[src/rtl/mlp_test_sequencer_if.sv]
// MLP classifier start/done handshake plus golden-label memory read port.
// The sequencer connects through master; the MLP/label model side through slave.
interface mlp_test_sequencer_if #(
  parameter int unsigned TEST_W = 10,
  parameter int unsigned CLS_W  = 4
);
  logic              mlp_start;
  logic [TEST_W-1:0] mlp_test_num;
  logic              mlp_done;
  logic [CLS_W-1:0]  mlp_out;
  logic [TEST_W-1:0] label_addr;
  logic [CLS_W-1:0]  label_data;

  modport master (
    output mlp_start, mlp_test_num, label_addr,
    input  mlp_done, mlp_out, label_data
  );

  modport slave (
    input  mlp_start, mlp_test_num, label_addr,
    output mlp_done, mlp_out, label_data
  );
endinterface

[src/rtl/mlp_test_sequencer.sv]
// Sweeps a range of MLP test vectors, scoring predictions against golden labels.
// Optional per-inference watchdog enabled by defining MLP_SEQ_TIMEOUT_EN.
module mlp_test_sequencer #(
  parameter int unsigned TEST_W      = 10,
  parameter int unsigned CLS_W       = 4,
  parameter int unsigned TIMEOUT_CYC = 8192
) (
  input  logic                 clk,
  input  logic                 rst,
  input  logic                 run,
  input  logic [TEST_W-1:0]    first_test,
  input  logic [TEST_W-1:0]    num_tests,
  mlp_test_sequencer_if.master bus,
  output logic                 busy,
  output logic                 finished,
  output logic [TEST_W-1:0]    tested_cnt,
  output logic [TEST_W-1:0]    correct_cnt,
  output logic [CLS_W-1:0]     last_pred,
  output logic                 timeout_err
);

  typedef enum logic [2:0] {
    S_IDLE, S_ISSUE, S_WAIT, S_CHECK, S_NEXT, S_FINISH
  } state_t;

  localparam logic [TEST_W-1:0] CNT_MAX = '1;

  state_t            state;
  logic [TEST_W-1:0] idx;
  logic [TEST_W-1:0] remaining;
  logic [CLS_W-1:0]  pred_r;
  logic              done_q;
  logic              done_edge;
  logic              start_r;

  // A zero watchdog limit would time out every inference immediately.
  if (TIMEOUT_CYC == 0) begin : g_bad_timeout
    $error("TIMEOUT_CYC must be non-zero");
  end

  function automatic logic [TEST_W-1:0] sat_inc(input logic [TEST_W-1:0] v);
    return (v == CNT_MAX) ? v : v + TEST_W'(1);
  endfunction

  // A done level left high from the previous inference never re-triggers.
  assign done_edge        = bus.mlp_done & ~done_q;
  assign bus.mlp_start    = start_r;
  assign bus.mlp_test_num = idx;
  assign bus.label_addr   = idx;

`ifdef MLP_SEQ_TIMEOUT_EN
  localparam int unsigned WD_W = $clog2(TIMEOUT_CYC) + 1;

  logic [WD_W-1:0] wd_cnt;
  logic            wd_expired;

  assign wd_expired = (wd_cnt == WD_W'(TIMEOUT_CYC - 1));

  // Watchdog: cleared while issuing, counts WAIT cycles.
  always_ff @(posedge clk or negedge rst) begin
    if (!rst) begin
      wd_cnt <= '0;
    end else if (state == S_ISSUE) begin
      wd_cnt <= '0;
    end else if (state == S_WAIT) begin
      wd_cnt <= wd_cnt + WD_W'(1);
    end
  end
`endif

  // Sequencer FSM with registered outputs.
  always_ff @(posedge clk or negedge rst) begin
    if (!rst) begin
      state       <= S_IDLE;
      idx         <= '0;
      remaining   <= '0;
      pred_r      <= '0;
      done_q      <= 1'b0;
      start_r     <= 1'b0;
      busy        <= 1'b0;
      finished    <= 1'b0;
      tested_cnt  <= '0;
      correct_cnt <= '0;
      last_pred   <= '0;
      timeout_err <= 1'b0;
    end else begin
      done_q  <= bus.mlp_done;
      start_r <= 1'b0;
      case (state)
        S_IDLE, S_FINISH: begin
          if (run) begin
            idx         <= first_test;
            remaining   <= num_tests;
            tested_cnt  <= '0;
            correct_cnt <= '0;
            last_pred   <= '0;
            timeout_err <= 1'b0;
            if (num_tests == '0) begin
              state    <= S_FINISH;
              busy     <= 1'b0;
              finished <= 1'b1;
            end else begin
              state    <= S_ISSUE;
              start_r  <= 1'b1;
              busy     <= 1'b1;
              finished <= 1'b0;
            end
          end
        end
        S_ISSUE: state <= S_WAIT;
        S_WAIT: begin
          if (done_edge) begin
            pred_r    <= bus.mlp_out;
            last_pred <= bus.mlp_out;
            state     <= S_CHECK;
          end
`ifdef MLP_SEQ_TIMEOUT_EN
          else if (wd_expired) begin
            timeout_err <= 1'b1;
            tested_cnt  <= sat_inc(tested_cnt);
            last_pred   <= '0;
            state       <= S_NEXT;
          end
`endif
        end
        S_CHECK: begin
          tested_cnt <= sat_inc(tested_cnt);
          if (pred_r == bus.label_data) begin
            correct_cnt <= sat_inc(correct_cnt);
          end
          state <= S_NEXT;
        end
        S_NEXT: begin
          remaining <= remaining - TEST_W'(1);
          idx       <= idx + TEST_W'(1);
          if (remaining == TEST_W'(1)) begin
            state    <= S_FINISH;
            busy     <= 1'b0;
            finished <= 1'b1;
          end else begin
            state   <= S_ISSUE;
            start_r <= 1'b1;
          end
        end
        default: begin
          state    <= S_IDLE;
          busy     <= 1'b0;
          finished <= 1'b0;
        end
      endcase
    end
  end

endmodule

[src/flat_wrapper.sv]
// flat-port wrapper written by rule: the top's interface ports become plain ports
module mlp_test_sequencer_flat 
#(
  parameter int unsigned TEST_W      = 10,
  parameter int unsigned CLS_W       = 4,
  parameter int unsigned TIMEOUT_CYC = 8192
)
  (clk, rst, run, first_test, num_tests, busy, finished, tested_cnt, correct_cnt, last_pred, timeout_err, bus_mlp_start, bus_mlp_test_num, bus_label_addr, bus_mlp_done, bus_mlp_out, bus_label_data);
  mlp_test_sequencer_if #(.TEST_W(TEST_W), .CLS_W(CLS_W)) bus_i ();
  input  logic clk;
  input  logic rst;
  input  logic run;
  input  logic [TEST_W-1:0] first_test;
  input  logic [TEST_W-1:0] num_tests;
  output logic busy;
  output logic finished;
  output logic [TEST_W-1:0] tested_cnt;
  output logic [TEST_W-1:0] correct_cnt;
  output logic [CLS_W-1:0] last_pred;
  output logic timeout_err;
  output wire logic [$bits(bus_i.mlp_start)-1:0] bus_mlp_start;
  output wire logic [$bits(bus_i.mlp_test_num)-1:0] bus_mlp_test_num;
  output wire logic [$bits(bus_i.label_addr)-1:0] bus_label_addr;
  input wire logic [$bits(bus_i.mlp_done)-1:0] bus_mlp_done;
  input wire logic [$bits(bus_i.mlp_out)-1:0] bus_mlp_out;
  input wire logic [$bits(bus_i.label_data)-1:0] bus_label_data;
  assign bus_mlp_start = bus_i.mlp_start;
  assign bus_mlp_test_num = bus_i.mlp_test_num;
  assign bus_label_addr = bus_i.label_addr;
  assign bus_i.mlp_done = bus_mlp_done;
  assign bus_i.mlp_out = bus_mlp_out;
  assign bus_i.label_data = bus_label_data;
  mlp_test_sequencer #(.TEST_W(TEST_W), .CLS_W(CLS_W), .TIMEOUT_CYC(TIMEOUT_CYC)) u_core (.clk(clk), .rst(rst), .run(run), .first_test(first_test), .num_tests(num_tests), .bus(bus_i), .busy(busy), .finished(finished), .tested_cnt(tested_cnt), .correct_cnt(correct_cnt), .last_pred(last_pred), .timeout_err(timeout_err));
endmodule
[config.mk]
export PLATFORM = sky130hd
export DESIGN_NAME = mlp_test_sequencer_flat
export DESIGN_NICKNAME = d
export VERILOG_FILES = /design/src/rtl/mlp_test_sequencer_if.sv /design/src/rtl/mlp_test_sequencer.sv /design/src/flat_wrapper.sv
export SDC_FILE = /design/constraint.sdc
export NUM_CORES = 1
export LEC_CHECK = 0
export BUFFER_PORTS_ARGS = -buffer_cell sky130_fd_sc_hd__clkbuf_2
export CAP_MARGIN = 5
export CORE_MARGIN = 3
export CORE_UTILIZATION = 51
export DETAILED_ROUTE_END_ITERATION = 10
export MAX_ROUTING_LAYER = met4
export PLACE_DENSITY = 0.75
export SETUP_SLACK_MARGIN = 0.05
export SYNTH_ARGS = -nofsm -noshare
export SYNTH_HDL_FRONTEND = slang
export SYNTH_SLANG_ARGS = --single-unit
[constraint.sdc]
create_clock -name clk -period 4.55 [get_ports clk]
set_clock_uncertainty 0.1 [all_clocks]
set_input_delay 0.2275 -clock clk [delete_from_list [all_inputs] [get_ports clk]]
set_output_delay 0.2275 -clock clk [all_outputs]
set_load 0.05 [all_outputs]
==> results.txt <==
Number of global-route vias before repair: 2577
Worst Tran Pin Value: 1.25 ns
Share of the synthesized area in the top cell type: 0.447
Status: completed
WL final: 7120 um
Leading cell types by total area after synthesis: dfrtp_1, nand2_1, mux2i_1
Sequential area share after synthesis: 0.447
Switching Share: 0.522
FF-to-FF End: u_core.bus.label_addr[7]
Syn Std Cell Area: 0.00308 sq mm
CTS tree: done
Leakage power total: 1.70 nW
Final GP Congestion: 0.877
Simple-gate share of the synthesized area: 0.247
Critical path fanouts, max: 25
Post-synthesis compound-gate area fraction: 0.152
Maxcap violations: 0
NetSw: 1.19 mW
# diodes: 0
Total of warnings raised by yosys: 0
Antenna viol nets, final: 0
Post-synth EDFFs: 0
Gate power share: 0.510
Clock Latency Late Sink: 0.31 ns
CTS Sinks: 55
Pre-CTS setup slack: 1.93 ns
Hold_sp: first_test[1]
Worst r2r src: u_core.state[1]
Internal power: 1.09 mW
Crit Path Category: reg2reg
Clock Power Share: 0.117
Cell taking the most area after synthesis: dfrtp_1
1st-pass router iterations: 4
Worst vdd ir: 0.000481 V
Clock slew at reported path FFs: 0.10 ns
Pwr Density: 646 mW/mm^2
Initial DRC count: 260
CTS buffer count: 5
Port bufs: 78
Final non-filler cell total: 455
Largest family of logic cells by synthesized area: simple AND/OR/NAND/NOR gates
Area Growth Syn to Fin: 14.4%
Drt wl/cell: 15.7 um
Die width: 83.7 um
Final hold vios: 0
Dpl cells: 445
Rel. slew slack: 0.163
Root Buffer: clkbuf_8
TNS Setup: 0 ns
Ys async rst share: 1.00
Min Tclk post-route: 2.60 ns
CTS max path bufs: 2
Final setup fails: 0
Via count: 2732
Fin crit share: 0.573
HP Class: in2reg
DR vias/cell: 6.00
DIE AREA: 0.00701 sq mm
Hold WS: 0.0410 ns
First-pass GRT wire length: 12200 um
RSZ-0062 raised after global routing: no
Mapped Nets: 354
# rows: 27
# DRC: 0
Layout cells sized above 1: 0.274
Pins Over Slew Limit: 0
R2r setup slk: 1.95 ns
Mux contribution to synthesized area: 0.0504
R2R cell count: 4
Post-Synth Adder-Cell Area: 0.0203
Overflow after GRT: 0
Core area: 0.00568 sq mm
XOR/XNOR Fraction of Synth Area: 0.0171
Startpoint types: flip-flop
Post-Synthesis Cells: 317
Largest net degree at the start of global routing: 56
WHS Path Cells: 3
Post-synthesis register bit count: 55
Hold endpoint: u_core.bus.label_addr[1]
Nets: 419
Post CTS Setup Buffer Count: 0
Syn_area_per_cell: 9.71 sq um
Tot GR Track Use: 0.214
Worst endpoint required time: 4.65 ns
Post-route setup slack: 1.95 ns
Sequential Power Share: 0.373
Main synth FF type: dfrtp_1
Max Fclk: 0.384 GHz
Unique cell type count in the Yosys netlist: 53
Crit end category: flip-flop
Initial core utilization: 0.543
# IOs: 80
H-tree lvl count: 2
Initial antenna violation count: 0
CP Data Arrival Time: 2.70 ns
Die H: 83.7 um
Total power: 2.28 mW
Dpl hpwl: 5080 um
## cell usage in the layout (no fill, tap or decap), drive strengths merged, types with 3 or more instances in the layout
cell type  instances
a211oi             3
a21oi             10
a221o              3
a22o               6
a31oi              3
and3               9
buf                3
clkbuf            84
dfrtp             55
ha                 5
inv                9
mux2               4
mux2i             11
nand2             35
nand2b             5
nand3             19
nand4             12
nor2              15
nor4               6
o211ai            12
o21ai             12
o221a              3
o311ai             6
or2                3
or3                7
or4               12
xor2               4
## power groups by stage
| stage | Clock [mW] | Combinational (mW) | Sequential [mW] |
|---|---|---|---|
| 2_1_floorplan | 0 | 0.728 | 1.08 |
| 3_3_place_gp | 0 | 1.15 | 0.844 |
| 3_5_place_dp | 0 | 1.16 | 0.854 |
| 4_1_cts | 0.278 | 1.17 | 0.845 |
| 5_1_grt | 0.295 | 1.25 | 0.880 |
| 6_report | 0.267 | 1.16 | 0.850 |
## final cells by class
type	instances	area [sq um]
fill	484	2150
multi-input combinational	228	1500
sequential	55	1380
timing repair buffer	83	433
tap	72	90.1
clock buffer	6	72.6
inverter	9	33.8
clock inverter	2	12.5
## worst max path at each step
stage | cells past startpoint | from | slack [ns] | end
final | 4 | u_core.state[1] | 1.95 | u_core.bus.label_addr[7]
after floorplan | 6 | u_core.tested_cnt[0] | 2.24 | u_core.tested_cnt[7]
after global placement | 4 | u_core.state[1] | 2.03 | u_core.bus.label_addr[7]
after global routing | 5 | u_core.state[1] | 1.70 | u_core.tested_cnt[9]
after CTS | 4 | u_core.state[1] | 1.92 | u_core.bus.label_addr[7]
after detailed placement | 4 | u_core.state[1] | 1.93 | u_core.bus.label_addr[7]
## worst max-delay path, stage by stage (launching register included)
cell     delay [ns]
dfrtp_1        0.55
nor2b_1        0.34
and2_0         1.01
o21ai_0        0.17
a221o_1        0.33
## flip-flops by register name (all words and copies together), names as in the netlist
signal	flops
u_core.remaining	10
u_core.busy	1
u_core.done_q	1
u_core.state	3
u_core.pred_r	4
u_core.correct_cnt	10
u_core.bus.label_addr	10
u_core.bus.mlp_start	1
u_core.finished	1
u_core.last_pred	4
u_core.tested_cnt	10
## per-layer routing
metal / GRT usage / wire, um / share of wire / vias to the layer above
met5: - / 0 / 0 / -
met4: 0.0658 / 39 / 0.0055 / 0
li1: - / - / - / 1315
met2: 0.330 / 3420 / 0.48 / 99
met1: 0.291 / 3250 / 0.46 / 1314
met3: 0.0336 / 410 / 0.058 / 4
## logic make-up after synthesis
kind of cell               after synthesis
other                                    1
muxes                                   15
xor gates and xnor gates                 6
and+or+nand+nor                        136
adders and majority gates                5
AOI/OAI and AO/OA                       65
DFF                                     55
buffers and inverters                   34
## cells in the mapped netlist, types with 6 or more instances
cell       n
dfrtp_1   55
o311ai_0   6
nand4_1   12
nor2_1    15
nand3_1   19
or3_1      6
and3_1     9
buf_4     11
clkbuf_1   9
mux2i_1   11
nand2_1   35
or4_1     10
o21ai_0   12
a21oi_1   10
inv_1      9
o211ai_1  12
a22o_1     6
## repair_timing
item,CTS,global route
hold endpoints to repair,56,0
hold buffers,2,0
resized for setup,0,0
## per-stage QoR
stage	cell area [sq um]	util
global placement	3420	0.602
global route	3520	0.621
floorplan	3080	-
CTS	3520	0.621
detailed placement	3420	0.602
finish	3520	0.621
Note: power is estimated with default switching activity, not from simulation.
